===== src/rtl/sd_cmd_sequencer.sv =====
// sd_cmd_sequencer: SD command issue/retry/timeout engine plus a block-by-block data transfer sequencer.
// Define SD_CMD_BUSY_WAIT_EN to add i_dat0_busy and an R1b busy wait after type-3 responses.
module sd_cmd_sequencer #(
  parameter int MAX_RETRY  = 2,
  parameter int TIMEOUT_W  = 16,
  parameter int BLK_SIZE_W = 12,
  parameter int BLK_CNT_W  = 16
) (
  input  logic                  clk,
  input  logic                  rst,
  input  logic                  i_crc_enable_flag,
  input  logic [TIMEOUT_W-1:0]  i_timeout,
  input  logic                  i_cmd_en,
  input  logic [5:0]            i_cmd,
  input  logic [31:0]           i_cmd_arg,
  input  logic [1:0]            i_rsp_type,
  output logic                  o_cmd_finished_en,
  output logic                  o_error_flag,
  output logic [7:0]            o_error,
  output logic [1:0]            o_retry_count,
  output logic [127:0]          o_rsp,
  output logic                  o_phy_cmd_en,
  output logic [39:0]           o_phy_cmd,
  output logic [7:0]            o_phy_rsp_len,
  input  logic                  i_phy_rsp_finished_en,
  input  logic [135:0]          i_phy_rsp,
  input  logic                  i_phy_crc_bad,
`ifdef SD_CMD_BUSY_WAIT_EN
  input  logic                  i_dat0_busy,
`endif
  input  logic                  i_data_txrx,
  input  logic                  i_data_write_flag,
  input  logic [BLK_SIZE_W-1:0] i_block_size,
  input  logic [BLK_CNT_W-1:0]  i_block_count,
  output logic                  o_data_txrx_activate,
  input  logic                  i_data_txrx_finished,
  input  logic                  i_data_crc_read_err,
  output logic [BLK_SIZE_W-1:0] o_data_byte_count,
  output logic                  o_data_write_flag,
  output logic                  o_data_txrx_finished,
  output logic                  o_data_error_flag,
  output logic [BLK_CNT_W-1:0]  o_blocks_done
);

  localparam logic [7:0] ERR_NONE    = 8'h00;
  localparam logic [7:0] ERR_CRC     = 8'h01;
  localparam logic [7:0] ERR_TIMEOUT = 8'h02;
  localparam logic [1:0] RETRY_LIMIT = 2'(MAX_RETRY);

  typedef enum logic [2:0] {
    C_IDLE,
    C_ISSUE,
    C_WAIT_RSP,
    C_BUSY,
    C_DONE
  } cmd_state_t;

  typedef enum logic [2:0] {
    D_IDLE,
    D_ACT,
    D_WAIT_BLK,
    D_GAP,
    D_DONE
  } data_state_t;

  cmd_state_t             cmd_state, cmd_next;
  data_state_t            data_state, data_next;

  logic [1:0]             rsp_type_q;
  logic [TIMEOUT_W-1:0]   tmo_cnt;
  logic [TIMEOUT_W-1:0]   tmo_next;
  logic                   timeout_hit;
  logic                   rsp_accept;
  logic                   crc_fail;
  logic                   retry_ok;

  logic [BLK_CNT_W-1:0]   blk_count_q;
  logic                   data_start;
  logic                   blk_done;
  logic                   last_blk;

  // Upper response byte carries the start/CRC framing and is not exposed to the host.
  logic                   unused_rsp_hi;
  assign unused_rsp_hi = ^i_phy_rsp[135:128];

  assign tmo_next    = tmo_cnt + TIMEOUT_W'(1);
  assign timeout_hit = (i_timeout != '0) && (tmo_next == i_timeout);
  assign rsp_accept  = (cmd_state == C_WAIT_RSP) && i_cmd_en && i_phy_rsp_finished_en;
  assign crc_fail    = i_crc_enable_flag && i_phy_crc_bad;
  assign retry_ok    = o_retry_count < RETRY_LIMIT;

  // ---------------- command FSM ----------------
  always_ff @(posedge clk) begin
    if (rst) cmd_state <= C_IDLE;
    else     cmd_state <= cmd_next;
  end

  always_comb begin
    cmd_next = cmd_state;
    if (!i_cmd_en) begin
      cmd_next = C_IDLE;
    end else begin
      case (cmd_state)
        C_IDLE:  cmd_next = C_ISSUE;
        C_ISSUE: cmd_next = (rsp_type_q == 2'd0) ? C_DONE : C_WAIT_RSP;
        C_WAIT_RSP: begin
          // A response arriving on the timeout cycle takes priority.
          if (i_phy_rsp_finished_en) begin
            if (crc_fail && retry_ok)
              cmd_next = C_ISSUE;
            else if (crc_fail)
              cmd_next = C_DONE;
`ifdef SD_CMD_BUSY_WAIT_EN
            else if (rsp_type_q == 2'd3)
              cmd_next = C_BUSY;
`endif
            else
              cmd_next = C_DONE;
          end else if (timeout_hit) begin
            cmd_next = C_DONE;
          end
        end
`ifdef SD_CMD_BUSY_WAIT_EN
        C_BUSY: begin
          if (!i_dat0_busy)     cmd_next = C_DONE;
          else if (timeout_hit) cmd_next = C_DONE;
        end
`endif
        C_DONE:  cmd_next = C_DONE;
        default: cmd_next = C_IDLE;
      endcase
    end
  end

  always_comb begin
    o_phy_cmd_en      = 1'b0;
    o_cmd_finished_en = 1'b0;
    o_error_flag      = 1'b0;
    case (cmd_state)
      C_ISSUE: o_phy_cmd_en = i_cmd_en;
      C_DONE: begin
        o_cmd_finished_en = 1'b1;
        o_error_flag      = (o_error != ERR_NONE);
      end
      default: ;
    endcase
    case (rsp_type_q)
      2'd0:    o_phy_rsp_len = 8'd0;
      2'd2:    o_phy_rsp_len = 8'd136;
      default: o_phy_rsp_len = 8'd40;
    endcase
  end

  always_ff @(posedge clk) begin
    if (rst) begin
      o_phy_cmd     <= '0;
      rsp_type_q    <= '0;
      o_error       <= ERR_NONE;
      o_retry_count <= '0;
      o_rsp         <= '0;
      tmo_cnt       <= '0;
    end else begin
      case (cmd_state)
        C_IDLE: begin
          o_error       <= ERR_NONE;
          o_retry_count <= '0;
          if (i_cmd_en) begin
            o_phy_cmd  <= {2'b01, i_cmd, i_cmd_arg};
            rsp_type_q <= i_rsp_type;
          end
        end
        C_ISSUE: tmo_cnt <= '0;
        C_WAIT_RSP: begin
          tmo_cnt <= tmo_next;
          if (rsp_accept) begin
            o_rsp <= i_phy_rsp[127:0];
            if (crc_fail && retry_ok)
              o_retry_count <= o_retry_count + 2'd1;
            else if (crc_fail)
              o_error <= ERR_CRC;
          end else if (i_cmd_en && timeout_hit) begin
            o_error <= ERR_TIMEOUT;
          end
        end
`ifdef SD_CMD_BUSY_WAIT_EN
        C_BUSY: begin
          tmo_cnt <= tmo_next;
          if (i_cmd_en && i_dat0_busy && timeout_hit)
            o_error <= ERR_TIMEOUT;
        end
`endif
        default: ;
      endcase
    end
  end

  // ---------------- data FSM ----------------
  assign data_start = (data_state == D_IDLE) && i_data_txrx;
  assign blk_done   = (data_state == D_WAIT_BLK) && i_data_txrx && i_data_txrx_finished;
  assign last_blk   = (o_blocks_done + BLK_CNT_W'(1)) == blk_count_q;

  assign o_data_byte_count = i_block_size;
  assign o_data_write_flag = i_data_write_flag;

  always_ff @(posedge clk) begin
    if (rst) data_state <= D_IDLE;
    else     data_state <= data_next;
  end

  always_comb begin
    data_next = data_state;
    if (!i_data_txrx) begin
      data_next = D_IDLE;
    end else begin
      case (data_state)
        D_IDLE:     data_next = D_ACT;
        D_ACT:      data_next = D_WAIT_BLK;
        D_WAIT_BLK: begin
          if (i_data_txrx_finished)
            data_next = (i_data_crc_read_err || last_blk) ? D_DONE : D_GAP;
        end
        D_GAP:      data_next = D_ACT;
        D_DONE:     data_next = D_DONE;
        default:    data_next = D_IDLE;
      endcase
    end
  end

  always_comb begin
    o_data_txrx_activate = 1'b0;
    o_data_txrx_finished = 1'b0;
    case (data_state)
      D_ACT, D_WAIT_BLK: o_data_txrx_activate = i_data_txrx;
      D_DONE:            o_data_txrx_finished = 1'b1;
      default: ;
    endcase
  end

  always_ff @(posedge clk) begin
    if (rst) begin
      blk_count_q       <= '0;
      o_blocks_done     <= '0;
      o_data_error_flag <= 1'b0;
    end else if (data_start) begin
      blk_count_q       <= (i_block_count == '0) ? BLK_CNT_W'(1) : i_block_count;
      o_blocks_done     <= '0;
      o_data_error_flag <= 1'b0;
    end else if (blk_done) begin
      o_blocks_done <= o_blocks_done + BLK_CNT_W'(1);
      if (i_data_crc_read_err)
        o_data_error_flag <= 1'b1;
    end
  end

endmodule


===== config.mk =====
export PLATFORM = sky130hd
export DESIGN_NAME = sd_cmd_sequencer
export DESIGN_NICKNAME = d
export VERILOG_FILES = /design/src/rtl/sd_cmd_sequencer.sv
export SDC_FILE = /design/constraint.sdc
export NUM_CORES = 1
export LEC_CHECK = 0
export CORE_AREA = 2 2 175 177
export CTS_CLUSTER_DIAMETER = 150
export CTS_CLUSTER_SIZE = 40
export DETAILED_ROUTE_END_ITERATION = 7
export DIE_AREA = 0 0 177 179
export GPL_TIMING_DRIVEN = 0
export PLACE_DENSITY = 0.8
export SLEW_MARGIN = 40
export SYNTH_ARGS = -nofsm -noshare
export SYNTH_HDL_FRONTEND = slang
export SYNTH_SLANG_ARGS = --single-unit
export TNS_END_PERCENT = 50

===== constraint.sdc =====
create_clock -name clk -period 2.15 [get_ports clk]
set_clock_uncertainty 0.05 [all_clocks]
set_input_delay 0.43 -clock clk [delete_from_list [all_inputs] [get_ports clk]]
set_output_delay 0.43 -clock clk [all_outputs]
set_load 0.01 [all_outputs]

==> flow_metrics.env, run 1 <==
export IMPL_clock_insertion_delay_worst_skew_ps=490
export IMPL_p_per_area_mw_per_mm2=512
export IMPL_synth_edff_count=0
export IMPL_cp_data_arrival_time_ps=2470
export IMPL_gr_total_overflow=0
export IMPL_min_path_type="in2reg"
export IMPL_ir_drop_mv=0.714
export IMPL_die_h_um=179
export IMPL_layout_commonest_cell="clkdlybuf4s50_1"
export IMPL_core_mm2=0.0300
export IMPL_r2r_end="data_state[1]"
export IMPL_r2r_start="o_blocks_done[8]"
export IMPL_end_kind="flip-flop"
export IMPL_path_max_fanout=7
export IMPL_grt_pass1_wl_um=50800
export IMPL_routedWlPerCell_um=16.9
export IMPL_crit_top_cell="buf_4"
export IMPL_crit_end="data_state[1]"
export IMPL_ys_seq_area_share_pct=47.5
export IMPL_dr_pass1_iters=5
export IMPL_grt_max_degree=41
export IMPL_finalSetupViolCount=0
export IMPL_grtUsageTotal_pct=20.3
export IMPL_synth_top_cell_area_share_pct=47.5
export IMPL_syn_cell_area_mm2=0.00961
export IMPL_cts_tree="built"
export IMPL_final_nets=1922
export IMPL_drt_wl_total_um=35300
export IMPL_ios=451
export IMPL_tightest_slew_ps=708
export IMPL_status="complete, no violations"
export IMPL_synth_area_top_cells="dfxtp_1 47%, nand2_1 14%, a21oi_1 10%, xnor2_1 3.0%, xor2_1 2.5%"
export IMPL_cpPeakStageDelay_ps=360
export IMPL_via_per_inst=4.91
export IMPL_leakage_nw=5.43
export IMPL_ant_nets=0
export IMPL_grt_pass1_vias=9568
export IMPL_critPathLaunch="o_blocks_done[8]"
export IMPL_n_antenna_cell=0
export IMPL_clkSinkCount=228
export IMPL_yosys_area_top_type="dfxtp_1"
export IMPL_period_needed_ps=2130
export IMPL_gp_congestion=0.883
export IMPL_r2r_slack_ps=20
export IMPL_startpoint_type="flip-flop"
export IMPL_clockBufferDepth=3
export IMPL_num_vias=10200
export IMPL_dp_slack_ps=-906
export IMPL_antenna_found_initial=0
export IMPL_ys_ff_latch=228
export IMPL_cap_violations=0
export IMPL_max_slew_margin_pct=52.6
export IMPL_rows=64
export IMPL_ff2ff_path_depth=9
export IMPL_avgSynthCellArea_um2=7.89
export IMPL_yosysWarnings=0
export IMPL_layout_drive_gt1_share_pct=11.1
export IMPL_fmax_mhz=469
export IMPL_final_cell_mix="409 x clkdlybuf4s50_1, 363 x nand2_1, 206 x dfxtp_1"
export IMPL_final_setup_worst_slack_ps=16.6
export IMPL_async_reset_ff_share_pct=0
export IMPL_dp_hpwl_um=26700
export IMPL_hold_viol_final=0
export IMPL_postLayoutCellArea_mm2=0.0153
export IMPL_die_area_mm2=0.0317
export IMPL_slowest_stage="dfxtp_2"
export IMPL_area_growth_pct=58.7
export IMPL_rsz0062_at_grt="true"
export IMPL_port_buffers=415
export IMPL_placed_area_mm2=0.0143
export IMPL_synthCells=1219
export IMPL_finalMaxSlewViolations=0
export IMPL_path_clk_slew_ps=140
export IMPL_cts_buffers=9
export IMPL_fin_crit_sh_pct=99.2
export IMPL_yosysUniqueCellTypes=62
export IMPL_yosys_most_used_dff="dfxtp_1"
export IMPL_path_cells="buf_6 -> nand4_1 -> buf_4 -> nor4_4 -> xnor2_2 -> o211ai_1 -> o41ai_2 -> buf_4 -> a31oi_1"
export IMPL_crit_type="reg2reg"
export IMPL_start_util_pct=32.0
export IMPL_ctsHoldBuffers=0
export IMPL_drc=0
export IMPL_die_w_um=177
export IMPL_root_buffer="clkbuf_16"
export IMPL_htree_levels=1
export IMPL_drt_initial_drc_count=591
export IMPL_worstPathRequired_ps=2490
==> final cells by class <==
class | instances | area (µm²)
tap | 396 | 495
buffer | 108 | 633
inverter | 6 | 22.5
multi-input combinational | 883 | 4770
timing repair buffer | 454 | 4480
sequential | 228 | 4610
clock buffer | 9 | 225
clock inverter | 1 | 16.3
fill | 2761 | 14800
==> report_power, final <==
group	leakage, nW	internal, mW	switching [mW]
Clock	0.118	0.780	1.32
Combinational	3.45	0.724	0.590
Sequential	1.86	4.33	0.0702
Total	5.43	5.83	1.98
==> through the flow <==
| step | total power, mW | hold slack (ps) | std cells | utilization, % | setup TNS (ps) |
|---|---|---|---|---|---|
| after floorplan | 4.99 | 390 | 1230 | - | 0 |
| after CTS | 7.87 | 325 | 2057 | 49.0 | -369 |
| after global routing | 8.15 | 341 | 2085 | 50.8 | -341 |
| after global placement | 5.73 | 391 | 2041 | 47.6 | -76890 |
| final | 7.81 | 337 | 2085 | 50.8 | 0 |
| after detailed placement | 5.75 | 396 | 2041 | 47.6 | -81000 |
==> worst min-delay path by stage <==
stage               slack, ps  cells after the start          start       endpoint
global placement          390                      2      o_rsp[44]      o_rsp[44]
global route              340                      3       i_cmd_en   cmd_state[1]
detailed placement        400                      2     o_rsp[104]     o_rsp[104]
floorplan                 390                      2  rsp_type_q[1]  rsp_type_q[1]
CTS                       320                      2       i_cmd_en   cmd_state[0]
finish                    340                      2       i_cmd_en   cmd_state[0]
==> sequential cells by signal, summed over array words and instances, names as in the netlist <==
| signal | cells |
|---|---|
| o_retry_count | 2 |
| blk_count_q | 16 |
| o_blocks_done | 16 |
| rsp_type_q | 2 |
| tmo_cnt | 16 |
| o_data_error_flag | 1 |
| o_error | 2 |
| data_state | 3 |
| cmd_state | 3 |
| o_rsp | 128 |
| o_phy_cmd | 39 |
==> synthesized netlist by cell type (all sizes together), types with 2 or more instances <==
| library cell | count |
|---|---|
| nand2b | 6 |
| o31ai | 4 |
| or2 | 2 |
| a22o | 14 |
| and3 | 5 |
| xor2 | 27 |
| inv | 6 |
| o211ai | 3 |
| buf | 58 |
| nor3 | 18 |
| nor3b | 4 |
| nor4 | 18 |
| clkbuf | 55 |
| and2 | 3 |
| nand4 | 16 |
| and4 | 6 |
| nor2 | 59 |
| nor2b | 4 |
| mux2i | 4 |
| nand3 | 22 |
| ha | 2 |
| or3 | 8 |
| a21oi | 194 |
| o21ai | 18 |
| xnor2 | 33 |
| o2111ai | 2 |
| a31oi | 3 |
| nand2 | 365 |
| a211oi | 4 |
| a22oi | 3 |
| and3b | 2 |
| or4 | 2 |
| dfxtp | 228 |
| nand3b | 2 |
| or4b | 2 |
==> worst max-delay path: cells and delay by family, from the launching register on <==
kind                   cells  cell delay (ps)
buffers and inverters      3              480
AND/OR/NAND/NOR            2              440
flip-flops                 1              360
XOR/XNOR                   1              170
AO/OA/AOI/OAI              3              540
==> routing by layer <==
layer  up-vias  part of all wire [%]  track usage, %  wire, µm
met5         -                     0               0         0
met4         0                   2.3            4.72       815
li1       4981                     -               -         -
met3        64                   8.3            5.41      2930
met2       415                    50            36.2     17600
met1      4770                    39            24.3     13900
==> cell families after synthesis <==
logic type      count (synthesis)  share of synthesized area (%)
compound gates                258                           15.1
fa+ha+maj                       2                          0.260
mux                             4                          0.416
flops                         228                           47.5
xor+xnor                       61                           5.70
buf+inv                       119                           6.13
other cells                     1                         0.0390
simple gates                  546                           24.9
==> what timing repair did <==
action | 4_1_cts | 5_1_grt
gates cloned | 0 | 2
pin swaps | 8 | 26
setup buffers | 8 | 29
gates resized for setup | 62 | 87
endpoints found under the setup margin | 163 | 184
(Power assumes the default switching activity.)
==> run 2: changes to the inputs <==
--- a/config.mk
+++ b/config.mk
@@ -5,13 +5,14 @@
 export SDC_FILE = /design/constraint.sdc
 export NUM_CORES = 1
 export LEC_CHECK = 0
-export CORE_AREA = 2 2 175 177
+export CELL_PAD_IN_SITES_DETAIL_PLACEMENT = 2
+export CELL_PAD_IN_SITES_GLOBAL_PLACEMENT = 2
+export CORE_UTILIZATION = 20
 export CTS_CLUSTER_DIAMETER = 150
 export CTS_CLUSTER_SIZE = 40
 export DETAILED_ROUTE_END_ITERATION = 7
-export DIE_AREA = 0 0 177 179
 export GPL_TIMING_DRIVEN = 0
-export PLACE_DENSITY = 0.8
+export PLACE_DENSITY_LB_ADDON = 0.2
 export SLEW_MARGIN = 40
 export SYNTH_ARGS = -nofsm -noshare
 export SYNTH_HDL_FRONTEND = slang
==> flow_metrics.env, run 2 (synthesized netlist as in run 1, its figures left out) <==
export IMPL_status="complete, but fails checks"
export IMPL_violations="negative setup slack"
export IMPL_antenna_found_initial=9
export IMPL_ios=451
export IMPL_layout_commonest_cell="clkdlybuf4s50_1"
export IMPL_cp_data_arrival_time_ps=2550
export IMPL_grtUsageTotal_pct=17.7
export IMPL_cpPeakStageDelay_ps=460
export IMPL_path_clk_slew_ps=160
export IMPL_die_w_um=221
export IMPL_grt_pass1_vias=11100
export IMPL_min_path_type="in2reg"
export IMPL_crit_top_cell="buf_6"
export IMPL_ctsHoldBuffers=0
export IMPL_slowest_stage="or3b_2"
export IMPL_routedWlPerCell_um=19.7
export IMPL_port_buffers=415
export IMPL_finalSetupTns_ps=-142
export IMPL_hold_viol_final=0
export IMPL_grt_pass1_wl_um=67100
export IMPL_cts_buffers=10
export IMPL_crit_type="reg2reg"
export IMPL_clkSinkCount=228
export IMPL_min_from="i_cmd_en"
export IMPL_final_cells=2286
export IMPL_drt_wl_total_um=45000
export IMPL_final_nets=1907
export IMPL_largest_registers="o_rsp: 128 flops, o_phy_cmd: 39 flops"
export IMPL_grt_max_degree=41
export IMPL_dp_slack_ps=-1120
export IMPL_dp_cells=2253
export IMPL_path_max_fanout=10
export IMPL_clockBufferDepth=3
export IMPL_fillerInstances=5385
export IMPL_fin_util_pct=33.1
export IMPL_max_slew_margin_pct=48.1
export IMPL_leakage_nw=5.40
export IMPL_tightest_slew_ps=778
export IMPL_layout_drive_gt1_share_pct=11.3
export IMPL_dr_pass1_iters=4
export IMPL_rsz0062_at_grt="true"
export IMPL_r2r_start="o_blocks_done[3]"
export IMPL_ant_nets=0
export IMPL_num_vias=10200
export IMPL_regMostFlops="o_rsp"
export IMPL_area_growth_pct=61.4
export IMPL_fin_crit_sh_pct=103
export IMPL_drc=0
export IMPL_htree_levels=1
export IMPL_critPathLaunch="o_blocks_done[3]"
export IMPL_worstPathRequired_ps=2490
export IMPL_drt_initial_drc_count=349
export IMPL_final_setup_worst_slack_ps=-65.8
export IMPL_startpoint_type="flip-flop"
export IMPL_clock_insertion_delay_worst_skew_ps=520
export IMPL_dp_hpwl_um=35200
export IMPL_rows=79
export IMPL_cap_violations=0
export IMPL_period_needed_ps=2220
export IMPL_largest_register_ffs=128
export IMPL_cts_tree="built"
export IMPL_die_area_mm2=0.0490
export IMPL_ir_drop_mv=0.490
export IMPL_finalMaxSlewViolations=0
export IMPL_start_util_pct=20.5
export IMPL_end_kind="flip-flop"
export IMPL_final_cell_mix="406 x clkdlybuf4s50_1, 363 x nand2_1, 202 x dfxtp_1"
export IMPL_gr_total_overflow=0
export IMPL_die_h_um=221
export IMPL_path_cells="buf_6 -> nand4_4 -> buf_6 -> or3b_2 -> o32ai_2 -> o21ai_0 -> nor4_2 -> o31ai_1"
export IMPL_finalSetupViolCount=3
export IMPL_root_buffer="clkbuf_16"
export IMPL_p_per_area_mw_per_mm2=545
export IMPL_gp_congestion=0.792
export IMPL_core_mm2=0.0470
export IMPL_fmax_mhz=451
export IMPL_via_per_inst=4.48
run 2: cell count changes in the layout (fill, tap and decap cells not counted), moves of 4 or more:
cell / before / now
buf_2: 23 / 19
dfxtp_2: 14 / 20
dfxtp_1: 206 / 202
buf_4: 62 / 52
dlygate4sd2_1: 3 / 7
buf_6: 10 / 6
run 2: metal layers:
metal / global-route usage, % / routed length, µm
met4: 2.50 / 529
met1: 20.1 / 18200
met2: 32.1 / 22700
met3: 6.21 / 3440
met5: 0 / 74
run 2: stage by stage:
stage	instance area, µm²	hold WS (ps)	power [mW]
detailed placement	14600	400	5.81
floorplan	9660	390	4.99
global placement	14600	391	5.78
global route	15500	277	8.87
CTS	15200	248	8.66
finish	15500	277	8.47
run 2: what timing repair did:
action,CTS,global route
endpoints found under the setup margin,181,57
setup buffers,4,17
pin swaps,4,20
resized for setup,83,73
run 2: worst max-delay path: cells and delay by family, from the launching register on:
kind / cells / cell delay, ps
AOI/OAI and AO/OA: 3 / 410
buffers and inverters: 2 / 320
DFF: 1 / 360
and+or+nand+nor: 3 / 970
run 2: power by group:
part | total (mW) | switching, mW | internal (mW) | leakage (nW)
Sequential | 4.40 | 0.0696 | 4.33 | 1.86
Combinational | 1.35 | 0.625 | 0.724 | 3.37
Clock | 2.72 | 1.57 | 1.15 | 0.176
Total | 8.47 | 2.26 | 6.21 | 5.40
run 2: cell type report:
cell class                      instances  area [µm²]  share of cell area [%]
Buffer                                109         666                    4.29
Antenna cell                            1        2.50                  0.0161
Clock buffer                           10         250                    1.61
Inverter                                6        22.5                   0.145
Multi-Input combinational cell        883        4790                    30.8
Tap cell                              607         759                    4.89
Clock inverter                          5         118                   0.758
Sequential cell                       228        4610                    29.7
Timing Repair Buffer                  437        4300                    27.7
run 2: worst paths after layout:
kind	depth (start not counted)	end	slack [ps]
min	3	cmd_state[1]	280
max	8	data_state[0]	-70
max reg2reg	8	data_state[0]	-70
min reg2reg	2	o_rsp[85]	420
==> run 3: changes to the inputs <==
--- a/config.mk
+++ b/config.mk
@@ -12,7 +12,7 @@
 export CTS_CLUSTER_SIZE = 40
 export DETAILED_ROUTE_END_ITERATION = 7
 export GPL_TIMING_DRIVEN = 0
-export PLACE_DENSITY_LB_ADDON = 0.2
+export PLACE_DENSITY = 0.82
 export SLEW_MARGIN = 40
 export SYNTH_ARGS = -nofsm -noshare
 export SYNTH_HDL_FRONTEND = slang
==> flow_metrics.env, run 3 (synthesized netlist as in run 1, its figures left out) <==
export IMPL_status="complete, but fails checks"
export IMPL_violations="negative setup slack"
export IMPL_dr_pass1_iters=5
export IMPL_num_vias=10500
export IMPL_gp_congestion=0.825
export IMPL_tightest_slew_ps=698
export IMPL_routedWlPerCell_um=19.9
export IMPL_leakage_nw=5.49
export IMPL_cap_violations=0
export IMPL_clock_insertion_delay_worst_skew_ps=500
export IMPL_grt_pass1_vias=11500
export IMPL_final_cell_mix="408 x clkdlybuf4s50_1, 363 x nand2_1, 203 x dfxtp_1"
export IMPL_fillerInstances=5352
export IMPL_largest_register_ffs=128
export IMPL_end_kind="flip-flop"
export IMPL_ctsHoldBuffers=0
export IMPL_grt_pass1_wl_um=66900
export IMPL_regMostFlops="o_rsp"
export IMPL_slowest_stage="dfxtp_2"
export IMPL_rsz0062_at_grt="true"
export IMPL_finalSetupViolCount=3
export IMPL_port_buffers=415
export IMPL_final_setup_worst_slack_ps=-143
export IMPL_fmax_mhz=436
export IMPL_htree_levels=1
export IMPL_p_sw_mw=2.17
export IMPL_ios=451
export IMPL_cts_tree="built"
export IMPL_root_buffer="clkbuf_16"
export IMPL_start_util_pct=20.5
export IMPL_hold_viol_final=0
export IMPL_rows=79
export IMPL_drt_wl_total_um=45900
export IMPL_path_max_fanout=6
export IMPL_clockBufferDepth=3
export IMPL_ir_drop_mv=0.514
export IMPL_crit_buf_inv=4
export IMPL_period_needed_ps=2290
export IMPL_cpPeakStageDelay_ps=380
export IMPL_clkSinkCount=228
export IMPL_p_seq_share_pct=54.8
export IMPL_combPwrFrac_pct=17.2
export IMPL_antenna_found_initial=2
export IMPL_drt_initial_drc_count=343
export IMPL_area_sequential_mm2=0.00462
export IMPL_finalMaxSlewViolations=0
export IMPL_drc=0
export IMPL_min_path_type="in2reg"
export IMPL_die_w_um=221
export IMPL_cp_data_arrival_time_ps=2630
export IMPL_startpoint_type="flip-flop"
export IMPL_layout_commonest_cell="clkdlybuf4s50_1"
export IMPL_area_growth_pct=62.7
export IMPL_grt_max_degree=41
export IMPL_gr_total_overflow=0
export IMPL_max_slew_margin_pct=53.5
export IMPL_path_cells="buf_6 -> nand4_4 -> buf_12 -> buf_2 -> nor4_4 -> xnor2_2 -> o211ai_1 -> o41ai_2 -> buf_4 -> a31oi_1"
export IMPL_finalSetupTns_ps=-333
export IMPL_p_per_area_mw_per_mm2=514
export IMPL_grtUsageTotal_pct=17.3
export IMPL_worstPathRequired_ps=2490
export IMPL_cpLargestDelayFamily="buffers and inverters"
export IMPL_dp_slack_ps=-1100
export IMPL_fin_crit_sh_pct=107
export IMPL_path_clk_slew_ps=150
export IMPL_core_mm2=0.0470
export IMPL_r2r_slack_ps=-140
export IMPL_layout_drive_gt1_share_pct=12.5
export IMPL_final_nets=1924
export IMPL_die_area_mm2=0.0490
export IMPL_multiInputGateArea_mm2=0.00485
export IMPL_intPower_mw=5.87
export IMPL_cts_buffers=9
export IMPL_ant_nets=0
export IMPL_swShare_pct=26.9
export IMPL_dp_hpwl_um=34600
export IMPL_via_per_inst=4.57
export IMPL_die_h_um=221
export IMPL_clockPowerShare_pct=28.0
export IMPL_largest_registers="o_rsp: 128 flops, o_phy_cmd: 39 flops"
export IMPL_crit_type="reg2reg"
run 3: cell count changes in the layout (fill, tap and decap cells not counted), sizes merged, moves of 2 or more:
cell	previous run	this run
buf	77	104
clkbuf	66	57
clkinv	2	0
clkdlybuf4s50	406	408
bufinv	2	0
clkinvlp	0	2
dlygate4sd2	7	3
run 3: through the flow:
step / instance area [µm²] / cells / hold WS (ps) / power, mW / utilization, %
after detailed placement: 14600 / 2252 / 400 / 5.82 / 31.0
after floorplan: 9660 / 1230 / 390 / 4.99 / -
after global routing: 15600 / 2300 / 394 / 8.38 / 33.3
after CTS: 15000 / 2263 / 362 / 8.12 / 31.9
after global placement: 14600 / 2252 / 391 / 5.78 / 31.0
final: 15600 / 2301 / 407 / 8.04 / 33.3
run 3: worst min-delay path, delay by kind of cell:
kind	cells	cell delay, ps
and+or+nand+nor	1	60
AOI/OAI and AO/OA	1	50
buffers and inverters	1	400
run 3: power by group through the flow:
| stage | logic [mW] | registers, mW | clock network [mW] |
|---|---|---|---|
| finish | 1.38 | 4.40 | 2.25 |
| global route | 1.49 | 4.42 | 2.47 |
| CTS | 1.35 | 4.41 | 2.36 |
| detailed placement | 1.32 | 4.50 | 0 |
| global placement | 1.29 | 4.49 | 0 |
| floorplan | 0.473 | 4.52 | 0 |
run 3: final timing paths:
kind	start	endpoint	cells after the start
worst max-delay path	o_blocks_done[2]	data_state[1]	10
worst min register to register	o_rsp[88]	o_rsp[88]	2
worst min-delay path	i_phy_rsp[106]	o_rsp[106]	3
worst max register to register	o_blocks_done[2]	data_state[1]	10
run 3: area by class of cell:
type / instances / area share [%]
Inverter: 6 / 0.144
Sequential cell: 228 / 29.5
Clock inverter: 2 / 0.0960
Antenna cell: 1 / 0.0160
Tap cell: 607 / 4.85
Multi-Input combinational cell: 883 / 31.0
Clock buffer: 10 / 1.53
Buffer: 109 / 4.34
Timing Repair Buffer: 455 / 28.5
run 3: layer usage:
metal	up-vias	global-route usage, %	wire length (µm)
met3	52	4.97	3190
met2	308	32.6	24100
li1	4976	-	-
met4	4	3.68	1110
met5	-	0	25
met1	5172	19.0	17500
run 3: repair_timing:
| action | in CTS | in global routing |
|---|---|---|
| resized for setup | 78 | 103 |
| pin swaps | 6 | 30 |
| gates cloned | 0 | 0 |
| setup endpoints to repair | 218 | 137 |
| setup buffers | 1 | 39 |
| endpoints found under the hold margin | 0 | 0 |
